==> config.mk <==
export PLATFORM = sky130hd
export DESIGN_NAME = fetch_stage
export DESIGN_NICKNAME = d
export VERILOG_FILES = /design/src/rtl/cpu_pkg.sv /design/src/rtl/if_id_reg.sv /design/src/rtl/fetch_stage.sv
export SDC_FILE = /design/constraint.sdc
export NUM_CORES = 1
export LEC_CHECK = 0
export CORE_UTILIZATION = 46
export CTS_BUF_LIST = sky130_fd_sc_hd__clkbuf_16
export CTS_CLUSTER_DIAMETER = 100
export DETAILED_ROUTE_END_ITERATION = 8
export PLACE_DENSITY = 0.79
export SLEW_MARGIN = 20
export SYNTH_ARGS = -nofsm -noshare
export SYNTH_HDL_FRONTEND = slang
export SYNTH_HIERARCHICAL = 1
export SYNTH_SLANG_ARGS = --single-unit
==> constraint.sdc <==
create_clock -name clk -period 1.92 [get_ports clk]
set_input_delay 0.576 -clock clk [delete_from_list [all_inputs] [get_ports clk]]
set_output_delay 0.576 -clock clk [all_outputs]
set_load 0.005 [all_outputs]
==> src/rtl/cpu_pkg.sv <==
// cpu_pkg: shared widths, opcodes, instruction field positions and fetch state encoding
package cpu_pkg;
   localparam int ADDR_W  = 10;
   localparam int INSTR_W = 16;
   localparam logic [2:0] OPC_ADD  = 3'b000;
   localparam logic [2:0] OPC_SUB  = 3'b001;
   localparam logic [2:0] OPC_ADDI = 3'b010;
   localparam logic [2:0] OPC_SUBI = 3'b011;
   localparam logic [2:0] OPC_BEQ  = 3'b100;
   localparam logic [2:0] OPC_HALT = 3'b111;
   localparam int OPC_MSB = 15;
   localparam int OPC_LSB = 13;
   localparam int RD_MSB  = 12;
   localparam int RD_LSB  = 10;
   localparam int RS_MSB  = 9;
   localparam int RS_LSB  = 7;
   localparam int IMM_MSB = 6;
   localparam int IMM_LSB = 0;
   typedef enum logic {FETCH = 1'b0, HALTED = 1'b1} fetch_state_e;
endpackage

==> src/rtl/if_id_reg.sv <==
// if_id_reg: IF/ID pipeline register; flush beats load, otherwise contents hold
module if_id_reg #(
   parameter int ADDR_W  = 10,
   parameter int INSTR_W = 16
) (
   input  logic               clk,
   input  logic               rst,
   input  logic               load,
   input  logic               flush,
   input  logic [INSTR_W-1:0] instr,
   input  logic [ADDR_W-1:0]  pc,
   input  logic [ADDR_W-1:0]  pc_next,
   output logic               valid,
   output logic [INSTR_W-1:0] id_instr,
   output logic [ADDR_W-1:0]  id_pc,
   output logic [ADDR_W-1:0]  id_pc_next
);
   always_ff @(posedge clk) begin
      if (rst) begin
         valid      <= 1'b0;
         id_instr   <= '0;
         id_pc      <= '0;
         id_pc_next <= '0;
      end else if (flush) begin
         valid <= 1'b0;
      end else if (load) begin
         valid      <= 1'b1;
         id_instr   <= instr;
         id_pc      <= pc;
         id_pc_next <= pc_next;
      end
   end
endmodule

==> src/rtl/fetch_stage.sv <==
// fetch_stage: PC, instruction-memory addressing, redirect/HALT control feeding the IF/ID register
module fetch_stage #(
   parameter int ADDR_W  = cpu_pkg::ADDR_W,
   parameter int INSTR_W = cpu_pkg::INSTR_W,
   parameter logic [ADDR_W-1:0] RESET_PC = '0
) (
   input  logic               clk,
   input  logic               rst,
   output logic [ADDR_W-1:0]  imem_addr,
   input  logic [INSTR_W-1:0] imem_instr,
   input  logic               redirect_valid,
   input  logic [ADDR_W-1:0]  redirect_pc,
   input  logic               id_ready,
   output logic               id_valid,
   output logic [INSTR_W-1:0] id_instr,
   output logic [ADDR_W-1:0]  id_pc,
   output logic [ADDR_W-1:0]  id_pc_next,
   output logic               halted
);
   import cpu_pkg::*;
   fetch_state_e      state;
   logic [ADDR_W-1:0] pc;
   logic [ADDR_W-1:0] pc_inc;
   logic              free;
   logic              is_halt;
   logic              load;
   logic              flush;
   assign pc_inc    = pc + ADDR_W'(1);
   assign free      = !id_valid || id_ready;
   assign is_halt   = imem_instr[OPC_MSB:OPC_LSB] == OPC_HALT;
   assign load      = !redirect_valid && state == FETCH && free;
   // In HALTED the consumed HALT word is retired by clearing valid
   assign flush     = redirect_valid || (state == HALTED && id_ready);
   assign imem_addr = pc;
   assign halted    = state == HALTED;
   always_ff @(posedge clk) begin
      if (rst) begin
         pc    <= RESET_PC;
         state <= FETCH;
      end else begin
         pc    <= redirect_valid ? redirect_pc : load ? pc_inc : pc;
         state <= redirect_valid ? FETCH : (load && is_halt) ? HALTED : state;
      end
   end
   if_id_reg #(.ADDR_W(ADDR_W), .INSTR_W(INSTR_W)) u_if_id (
      .clk        (clk),
      .rst        (rst),
      .load       (load),
      .flush      (flush),
      .instr      (imem_instr),
      .pc         (pc),
      .pc_next    (pc_inc),
      .valid      (id_valid),
      .id_instr   (id_instr),
      .id_pc      (id_pc),
      .id_pc_next (id_pc_next)
   );
endmodule

==> out/results.txt <==
status -> completed
ys flop type -> dfxtp_1
Post-Synthesis Cells -> 261
Crit. End Element -> output port
Post-Syn Area per Cell -> 9.506 sq um
slowest CP cell -> clkdlybuf4s50_1
Initial Util -> 48.27%
CTS sink cnt -> 48
maximum VDD drop -> 354.5 uV
clk_lat worst skew -> 280 ps
mapped cell area -> 2481 sq um
crit-path max FO -> 5
CTS Buf Count -> 5
core area -> 5140 sq um
Placed Cells -> 402
initial antenna violation count -> 0
power per cell area -> 676.8 nW/um^2
WHS -> 464.3 ps
fraction of layout cells with a size suffix above 1 -> 9.440%
max-slew violations -> 0
Post-synth ARST share -> 0%
CTS tree -> built
dpl hpwl -> 4000 microns
vias in the first global route -> 1,929
crit-path leading delay family -> buffers and inverters
clock period minus worst slack -> 1864 ps
nets -> 370
Residual DRC -> 0
Die Wd -> 75.44 microns
WL per Instance -> 14.02 microns
count of final hold-check violations -> 0
crit-path max cell delay -> 550 ps
Max Cap Violations -> 0
Layout Cells excl Fill -> 409
number of synthesized flops with an enable pin -> 0
flops & latches, synth -> 48
Yosys warning count -> 6
Final Util -> 66.72%
Worst Path Required -> 1340 ps
Final Cycle Share -> 97.09%
CP Cell Sequence -> clkdlybuf4s50_1
Worst-path clk slew -> 60 ps
WP buf/inv -> 1
post-synth net total -> 292
1st-iter DRT viols -> 157
layout overhead on the synthesized area -> 38.22%
CTS max path bufs -> 2
Worst-Margin Slew -> 397.6 ps
Multi-input gate area -> 1290 sq um
CTS root buf -> clkbuf_16
RSZ-0062 raised after global routing -> no
largest net degree at the start of global routing -> 57
critical path type -> register to output port
leakage power -> 0.001247 uW
commonest non-fill, non-tap cell in the layout -> clkdlybuf4s50_1
Final ANT Viol Nets -> 0
full die area -> 5691 sq um
Clock Skews -> 6.998 ps
wirelength, routed -> 5735 microns
diode count -> 0
port buffer count -> 77
FF+latch area -> 965.9 sq um
first-pass GRT wire length -> 9114 microns
Clock H-tree levels -> 2
die height -> 75.44 microns
Worst Hold Class -> register to register
maximum achievable frequency -> 0.5364 GHz
Pwr Total -> 2321 uW
aggregate global-route resource usage -> 21.04%
most frequent cells in the layout -> clkdlybuf4s50_1 (76), dfxtp_1 (44), nand2b_1 (36), nand4bb_1 (36), o21ai_1 (36)
placement row count -> 26
GPL Wtd Cong -> 0.7728
io pins -> 78
fillers -> 441
synth unique cells -> 32
via count -> 2,141
hold buffers post-CTS -> 0
Worst EP arrival -> 1290 ps
post-synthesis sequential area ratio -> 38.73%
GRT overflow -> 0
setup violators final -> 0
DR vias/cell -> 5.235
CP Launch Type -> register
number of setup buffers added after CTS -> 0
drt pass-1 iters -> 4
Worst slew margin -> 73.49%
[registers in the layout, indices dropped and copies added (netlist names)]
| register | cells |
|---|---|
| u_if_id/id_instr | 16 |
| imem_addr | 10 |
| u_if_id/id_pc | 10 |
| u_if_id/id_pc_next | 10 |
| halted | 1 |
| u_if_id/valid | 1 |
[through the flow]
| stage | TNS (ps) | cell area, sq um | setup slack (ps) |
|---|---|---|---|
| global route | 0 | 3430 | 12.79 |
| detailed placement | -3364 | 3292 | -142.8 |
| CTS | 0 | 3428 | 5.372 |
| floorplan | 0 | 2481 | 280.0 |
| global placement | -634.8 | 3292 | -117.3 |
| finish | 0 | 3430 | 55.88 |
[layer usage]
metal  vias up  routed length [microns]  GRT usage [%]
li1       1079                        -              -
met1      1000                     2703          28.96
met2        55                     2724          33.23
met3         7                      236          3.836
met4         0                       70          7.202
met5         -                        0              0
[power by group]
| part | internal (uW) | switching (uW) | total [uW] | leakage, uW |
|---|---|---|---|---|
| Clock | 466 | 348 | 814 | 0.0000648 |
| Sequential | 1050 | 45.8 | 1090 | 0.000394 |
| Combinational | 249 | 163 | 412 | 0.000788 |
| Total | 1760 | 557 | 2320 | 0.00125 |
[layout make-up]
| type | instances | share of cell area, % |
|---|---|---|
| multi-input cells | 176 | 37.61 |
| flip-flops and latches | 48 | 28.16 |
| repair buffers | 96 | 26.49 |
| clock buffers | 5 | 3.648 |
| well taps | 70 | 2.554 |
| inverters | 12 | 1.313 |
| clock inverters | 2 | 0.2189 |
[worst paths after layout]
path	from	to	slack, ps	depth (start not counted)
min	u_if_id/id_instr[2]	u_if_id/id_instr[2]	460	2
max	imem_addr[7]	imem_addr[7]	60	1
max reg2reg	imem_addr[0]	imem_addr[9]	270	5
min reg2reg	u_if_id/id_instr[2]	u_if_id/id_instr[2]	460	2
[cell families after synthesis]
family | after synthesis | synth area share (%)
AND/OR/NAND/NOR | 101 | 32.38
AO/OA/AOI/OAI | 59 | 13.62
flip-flops | 48 | 38.73
buffers and inverters | 37 | 9.480
XOR/XNOR | 15 | 5.295
adder cells (fa/ha/maj) | 1 | 0.5042
[synth_stat cells, types with 2 or more instances]
| master | n | area (sq um) |
|---|---|---|
| dfxtp_1 | 48 | 960.9 |
| buf_6 | 10 | 112.6 |
| o21ai_1 | 36 | 180.2 |
| clkbuf_1 | 4 | 15.01 |
| nor4_1 | 5 | 31.28 |
| xnor2_1 | 6 | 52.55 |
| a21oi_1 | 8 | 40.04 |
| nor2_1 | 6 | 22.52 |
| o31a_1 | 2 | 17.52 |
| xor2_1 | 9 | 78.83 |
| nand2b_1 | 36 | 225.2 |
| nand4bb_1 | 36 | 405.4 |
| nor2b_1 | 2 | 12.51 |
| buf_2 | 7 | 35.03 |
| nor3_1 | 7 | 35.03 |
| o21a_1 | 8 | 60.06 |
| nand3_1 | 3 | 15.01 |
| inv_1 | 12 | 45.04 |
| buf_4 | 2 | 15.01 |
| a211oi_1 | 2 | 15.01 |
[repair_timing]
action,in CTS,in global routing
hold endpoints to repair,0,0
endpoints found under the setup margin,3,1
gates resized for setup,3,1
pin swaps,0,0
gates cloned,0,0
[tightest hold or removal path, delay by kind of cell (launching register included)]
family	cells	cell delay (ps)
AND/OR/NAND/NOR	1	60
flip-flops	1	310
AO/OA/AOI/OAI	1	50
Note: power is estimated with default switching activity, not from simulation.
